**src/rtl/ep_issue_ctrl.sv**
```systemverilog
// ---------------------------------------------------------------------------
// ep_issue_ctrl -- even-pipe issue controller
//
// Holds one decoded instruction and issues it to the even pipe once it is
// free of RAW hazards against in-flight results and its writeback cycle does
// not collide with an in-flight result. Every issued instruction that writes
// a register is tracked in a slot until its result reaches writeback.
//
// Optional feature macro: EP_ISSUE_STATS_EN
//   defined   -> stall_count counts held, non-issuing cycles (saturating)
//   undefined -> stall_count is tied to 0 and has no flop
//
// Parameters
//   MAX_LAT    largest accepted latency, 2..7
//   NUM_SLOTS  in-flight tracker entries, >= MAX_LAT
//
// Ports
//   clock, reset                 clock, async active-low reset
//   dec_valid / dec_ready        decode handshake
//   dec_op_code                  operation from decode
//   ra/rb/rc_addr_input          source addresses, src_use_input enables
//   rt_address_input             destination, wrt_en_input its enable
//   lat_input                    operation latency
//   flush                        discard the held instruction
//   ep_issue, ep_*               registered issue strobe and fields
//   wb_valid, wb_address         tracked result at writeback this cycle
//   stall_count                  held, non-issuing cycle counter
// ---------------------------------------------------------------------------
`timescale 1ns/1ps

package ep_issue_pkg;
   typedef enum logic [3:0] {
      NOP               = 4'd0,
      ADD_WORD          = 4'd1,
      AND_WORD          = 4'd2,
      MULTIPLY          = 4'd3,
      FLOATING_MULTIPLY = 4'd4
   } opcode_t;
endpackage

module ep_issue_ctrl
   import ep_issue_pkg::*;
#(
   parameter int MAX_LAT   = 7,
   parameter int NUM_SLOTS = 8
) (
   input  logic          clock,
   input  logic          reset,
   input  logic          dec_valid,
   output logic          dec_ready,
   input  opcode_t       dec_op_code,
   input  logic [6:0]    ra_addr_input,
   input  logic [6:0]    rb_addr_input,
   input  logic [6:0]    rc_addr_input,
   input  logic [0:2]    src_use_input,
   input  logic [6:0]    rt_address_input,
   input  logic          wrt_en_input,
   input  logic [0:2]    lat_input,
   input  logic          flush,
   output logic          ep_issue,
   output opcode_t       ep_op_code,
   output logic [6:0]    ep_ra_addr,
   output logic [6:0]    ep_rb_addr,
   output logic [6:0]    ep_rc_addr,
   output logic [6:0]    ep_rt_address,
   output logic          ep_wrt_en,
   output logic          wb_valid,
   output logic [6:0]    wb_address,
   output logic [0:31]   stall_count
);

   localparam int IDX_W = (NUM_SLOTS > 1) ? $clog2(NUM_SLOTS) : 1;

   if (MAX_LAT < 2 || MAX_LAT > 7) begin : g_bad_lat
      $error("ep_issue_ctrl: MAX_LAT must be within 2..7");
   end
   if (NUM_SLOTS < MAX_LAT) begin : g_bad_slots
      $error("ep_issue_ctrl: NUM_SLOTS must be at least MAX_LAT");
   end

   // hold register
   logic          h_v;
   opcode_t       h_op;
   logic [6:0]    h_ra;
   logic [6:0]    h_rb;
   logic [6:0]    h_rc;
   logic [0:2]    h_use;
   logic [6:0]    h_rt;
   logic          h_wen;
   logic [2:0]    h_lat;

   // tracker slots
   logic [NUM_SLOTS-1:0] s_v;
   logic [6:0]           s_rt  [NUM_SLOTS];
   logic [2:0]           s_cnt [NUM_SLOTS];

   logic             hazard;
   logic             collide;
   logic             issue_now;
   logic             alloc;
   logic             free_found;
   logic [IDX_W-1:0] free_idx;
   logic [2:0]       lat_eff;

   // Out-of-range latencies are clamped once, at load, so the hold register
   // always carries the latency actually used for tracking and collisions.
   always_comb begin
      lat_eff = 3'(MAX_LAT);
      if (lat_input >= 3'd2 && lat_input <= 3'(MAX_LAT)) begin
         lat_eff = lat_input;
      end
   end

   // Hazard, collision and writeback decode over all slots. A slot at count 1
   // writes back this cycle, so a consumer may issue alongside it. Slot counts
   // are unique because of the collision check, hence at most one writeback.
   always_comb begin
      hazard     = 1'b0;
      collide    = 1'b0;
      wb_valid   = 1'b0;
      wb_address = '0;
      for (int i = 0; i < NUM_SLOTS; i++) begin
         if (s_v[i] && s_cnt[i] > 3'd1) begin
            if (h_use[0] && h_ra == s_rt[i]) hazard = 1'b1;
            if (h_use[1] && h_rb == s_rt[i]) hazard = 1'b1;
            if (h_use[2] && h_rc == s_rt[i]) hazard = 1'b1;
         end
         if (s_v[i] && h_wen && (s_cnt[i] - 3'd1) == h_lat) begin
            collide = 1'b1;
         end
         if (s_v[i] && s_cnt[i] == 3'd1) begin
            wb_valid   = 1'b1;
            wb_address = wb_address | s_rt[i];
         end
      end
   end

   assign issue_now = h_v && !hazard && !collide && !flush;
   assign dec_ready = !h_v || issue_now;

   // A slot at count 1 retires on this edge, so it can be reused immediately;
   // this keeps NUM_SLOTS == MAX_LAT sufficient for back-to-back issue.
   always_comb begin
      free_found = 1'b0;
      free_idx   = '0;
      for (int i = 0; i < NUM_SLOTS; i++) begin
         if (!free_found && (!s_v[i] || s_cnt[i] == 3'd1)) begin
            free_found = 1'b1;
            free_idx   = IDX_W'(i);
         end
      end
   end

   assign alloc = issue_now && h_wen && free_found;

   always_ff @(posedge clock or negedge reset) begin
      if (!reset) begin
         h_v   <= 1'b0;
         h_op  <= NOP;
         h_ra  <= '0;
         h_rb  <= '0;
         h_rc  <= '0;
         h_use <= '0;
         h_rt  <= '0;
         h_wen <= 1'b0;
         h_lat <= '0;
      end else if (flush) begin
         h_v <= 1'b0;
      end else if (dec_valid && dec_ready) begin
         h_v   <= 1'b1;
         h_op  <= dec_op_code;
         h_ra  <= ra_addr_input;
         h_rb  <= rb_addr_input;
         h_rc  <= rc_addr_input;
         h_use <= src_use_input;
         h_rt  <= rt_address_input;
         h_wen <= wrt_en_input;
         h_lat <= lat_eff;
      end else if (issue_now) begin
         h_v <= 1'b0;
      end
   end

   always_ff @(posedge clock or negedge reset) begin
      if (!reset) begin
         s_v <= '0;
         for (int i = 0; i < NUM_SLOTS; i++) begin
            s_rt[i]  <= '0;
            s_cnt[i] <= '0;
         end
      end else begin
         for (int i = 0; i < NUM_SLOTS; i++) begin
            if (alloc && free_idx == IDX_W'(i)) begin
               s_v[i]   <= 1'b1;
               s_rt[i]  <= h_rt;
               s_cnt[i] <= h_lat;
            end else if (s_v[i]) begin
               s_cnt[i] <= s_cnt[i] - 3'd1;
               if (s_cnt[i] == 3'd1) s_v[i] <= 1'b0;
            end
         end
      end
   end

   always_ff @(posedge clock or negedge reset) begin
      if (!reset) begin
         ep_issue      <= 1'b0;
         ep_op_code    <= NOP;
         ep_ra_addr    <= '0;
         ep_rb_addr    <= '0;
         ep_rc_addr    <= '0;
         ep_rt_address <= '0;
         ep_wrt_en     <= 1'b0;
      end else begin
         ep_issue  <= issue_now;
         ep_wrt_en <= issue_now && h_wen;
         if (issue_now) begin
            ep_op_code    <= h_op;
            ep_ra_addr    <= h_ra;
            ep_rb_addr    <= h_rb;
            ep_rc_addr    <= h_rc;
            ep_rt_address <= h_rt;
         end
      end
   end

`ifdef EP_ISSUE_STATS_EN
   always_ff @(posedge clock or negedge reset) begin
      if (!reset) begin
         stall_count <= '0;
      end else if (h_v && !issue_now && !flush && stall_count != '1) begin
         stall_count <= stall_count + 32'd1;
      end
   end
`else
   assign stall_count = '0;
`endif

endmodule

```
**config.mk**
```make
export PLATFORM = sky130hd
export DESIGN_NAME = ep_issue_ctrl
export DESIGN_NICKNAME = d
export VERILOG_FILES = /design/src/rtl/ep_issue_ctrl.sv
export SDC_FILE = /design/constraint.sdc
export NUM_CORES = 1
export LEC_CHECK = 0
export CORE_ASPECT_RATIO = 2
export CORE_MARGIN = 8
export CORE_UTILIZATION = 38
export CTS_BUF_LIST = sky130_fd_sc_hd__clkbuf_4 sky130_fd_sc_hd__clkbuf_8 sky130_fd_sc_hd__clkbuf_16
export DETAILED_ROUTE_END_ITERATION = 8
export PLACE_DENSITY = 0.58
export SYNTH_ARGS = -nofsm -noshare
export SYNTH_HDL_FRONTEND = slang
export SYNTH_SLANG_ARGS = --single-unit
```
**constraint.sdc**
```tcl
create_clock -name clock -period 2.72 [get_ports clock]
set_clock_uncertainty 0.15 [all_clocks]
set_input_delay 0.544 -clock clock [delete_from_list [all_inputs] [get_ports clock]]
set_output_delay 0.544 -clock clock [all_outputs]
set_load 0.02 [all_outputs]
```
==> impl_results.md <==
* R2R depth at 11
* Total Power at 15.07 mW
* # rows at 90
* Critical path required time at 2.03 ns
* TNS Setup at -42.11 ns
* Top_reg_cell synth: dfrtp_1
* Synth unique cells at 62
* Root buf cell: clkbuf_16
* Critical path cell sequence: inv_2 -> buf_6 -> ha_4 -> xnor2_2 -> or4b_1 -> nand4_1 -> o21ai_2 -> a21oi_4 -> or2_4 -> o21ai_4 -> buf_6
* Drc violations at 0
* Max FFs per register at 56
* Largest fanout on the critical path at 3
* Worst R2R Start: s_cnt[16]$_DFFE_PN0P_
* Worst path max stage delay at ~0.46 ns
* Crit-path slowest cell: or4b_1
* H-tree level count at 4
* Clock Sinks at 162
* CTS max path bufs at 2
* Remaining Overflow, GRT at 0
* Setup violations, final at 166
* Unrepaired setup endpoints after global routing: true
* Routed WL per cell at ~21 µm
* Gr usage total at 0.2137
* Hold Crit Class: in2async
* Initial DRT Pass Iterations at 5
* Grt met3 use at 0.04217
* Failing checks: setup timing
* Flop2flop setup slack at -0.49 ns
* DRT Wirelength at between 30000 and 40000 µm
* Power Density at around 1000 nW/µm²
* Seq/Total Area, Yosys at 0.3544
* CP arrival at approximately 2.6 ns
* Pleak at 6.413 nW
* Post-synthesis area per instance at 9.937 µm²
* Vias at 9827
* Layout cell share with drive strength beyond 1 at 0.3654
* Global route hottest layer: met2
* Max_cap viols at 0
* Fmax at about 0.3 GHz
* Clk slew on worst S/H paths at about 0.070 ns
* Vias per Instance at 5.453
* Worst-Margin Slew at roughly 0.63 ns
* Ys async rst share at 1.000
* Net count, final at approximately 1500
* Fin. max-slew vios at 0
* DIE HEIGHT at 261.4 µm
* Status: finished, violations left
* Slew margin rel. at 0.5767
* Tcrit/Tclk final at 1.222
* Final setup margin at -0.6046 ns
* Final hold viol count at 0
* CP endpoint kind: output pin
* Number of diodes at 0
* Worst reg2reg endpoint: s_rt[9]$_DFFE_PN0P_
* Layout area overhead at 35.63%
* Non-Filler Instances at 1802
* CTS buffer count at 17
* Num ports at 118
* Met2 usage at 0.3570
* Largest Register: s_rt
* Port Buf Inserts at 85
* Pin count of the biggest net entering global routing at 57
* GR Util met1 at 0.2461
* Initial antenna violation count at 0
* First-pass GRT wire length at 59210 µm
* Core Area at 29950 µm²
* # placed instances at 1733
* Global placer's final weighted congestion at 0.9367
* Synth Warn # at 0
* Initial Util at 0.3818
* Largest registers: s_rt x56, s_cnt x24, s_v x8
* CTS tree: done
* Cells after Synth at 1151
* ANT nets after route at 0
* Crit path from: s_cnt[16]$_DFFE_PN0P_
* Vias in the first global route at 10240
* HPWL Detailed at 28400 µm
* Crit start category: flip-flop
* Seq cells post-synth at between 150 and 200
* Initial DRC Count at 536
* WS Path Type: reg2out
* Die width at 138.7 µm
* Cell Area, Synth at 11440 µm²
* Post-synth EDFFs at 0
* VDD IR max at 0.5881 mV
* Post-place setup slack at -0.7200 ns
* Worst path most repeated cell: buf_6
* DIE AREA at 36240 µm²
* Min cycle time layout at 3.325 ns
* Clk Latency, worst-skew pair at 0.46 ns
## kinds of logic (layout without fill, tap and decap cells)
group	after synthesis	in the layout	share of synthesized area
buffers and inverters	176	427	0.08325
DFF	162	162	0.3544
other	1	32	0.0003279
xor gates and xnor gates	209	209	0.1600
and+or+nand+nor	326	327	0.1604
AOI/OAI and AO/OA	149	149	0.1025
muxes	112	112	0.1215
adders and majority gates	16	16	0.01750
## cell usage in the layout, fill, tap and decap left out, drive strengths merged, types with 4 or more instances in the layout
cell,count
o22ai,4
inv,35
nand3,11
buf,286
nand4bb,5
conb,32
ha,16
nor3b,38
and2,38
xnor2,142
or3,5
nor2,39
mux2,104
o311ai,37
nand4,54
mux2i,8
nor4,12
o21ai,15
o31ai,5
a22oi,28
nand2b,5
dfrtp,162
clkdlybuf4s50,75
a221oi,35
xor2,67
a21oi,11
clkbuf,20
nor3,15
clkinvlp,6
nand2,91
## power by group
group,leakage (nW),switching (mW),internal [mW]
Combinational,4.16,3.67,4.55
Sequential,1.99,1.27,3.21
Clock,0.264,1.08,1.30
Total,6.41,6.01,9.06
## per-layer routing
layer / vias to the layer above / share of wire / routed length (µm)
met5: - / 0 / 0
met4: 0 / 0.062 / 2389
met3: 94 / 0.042 / 1597
met2: 304 / 0.49 / 18650
met1: 4890 / 0.41 / 15790
li1: 4539 / - / -
## cell type report
cell class	instances	area, µm²
inverter	32	120.1
fill	2699	14440
timing repair buffer	363	3346
clock buffer	19	446.7
tap	368	460.4
multi-input combinational	845	6939
sequential	162	4074
clock inverter	13	126.4
## worst max path at each step
stage,end,cells after the start
after floorplan,dec_ready,10
after global placement,dec_ready,10
after detailed placement,dec_ready,10
after CTS,dec_ready,11
after global routing,dec_ready,11
final,dec_ready,11
## synth_stat cells, drive strengths merged, types with 28 or more instances
cell type | n | area [µm²]
and2 | 38 | 237.7
xnor2 | 142 | 1244
a22oi | 28 | 210.2
o311ai | 37 | 324.1
inv | 32 | 120.1
buf | 82 | 598.1
a221oi | 35 | 306.5
nor2 | 39 | 153.9
nand4 | 54 | 337.8
nand2 | 91 | 341.6
dfrtp | 162 | 4054
xor2 | 67 | 586.8
nor3b | 38 | 285.3
mux2 | 104 | 1310
clkbuf | 62 | 234.0
## worst max-delay path, delay by kind of cell (launching register included)
family	cells	cell delay, ns
flops	1	0.39
buf+inv	3	0.31
xor+xnor	1	0.13
fa+ha+maj	1	0.24
simple gates	3	0.72
compound gates	3	0.37
## timing repair
item | in CTS | in global routing
hold buffers | 1 | 0
setup buffers | 31 | 6
endpoints found under the hold margin | 18 | 0
setup endpoints to repair | 168 | 168
gates cloned | 1 | 0
gates resized for setup | 144 | 39
pin swaps | 31 | 14
## per-stage QoR
stage	instance area, µm²	util	hold WS [ns]
6_report	15510	0.5179	0.3577
5_1_grt	15510	0.5179	0.3541
4_1_cts	15410	0.5144	0.3414
3_5_place_dp	14240	0.4754	0.2627
3_3_place_gp	14240	0.4754	0.2596
2_1_floorplan	11660	-	0.09841
(Power assumes the default switching activity.)
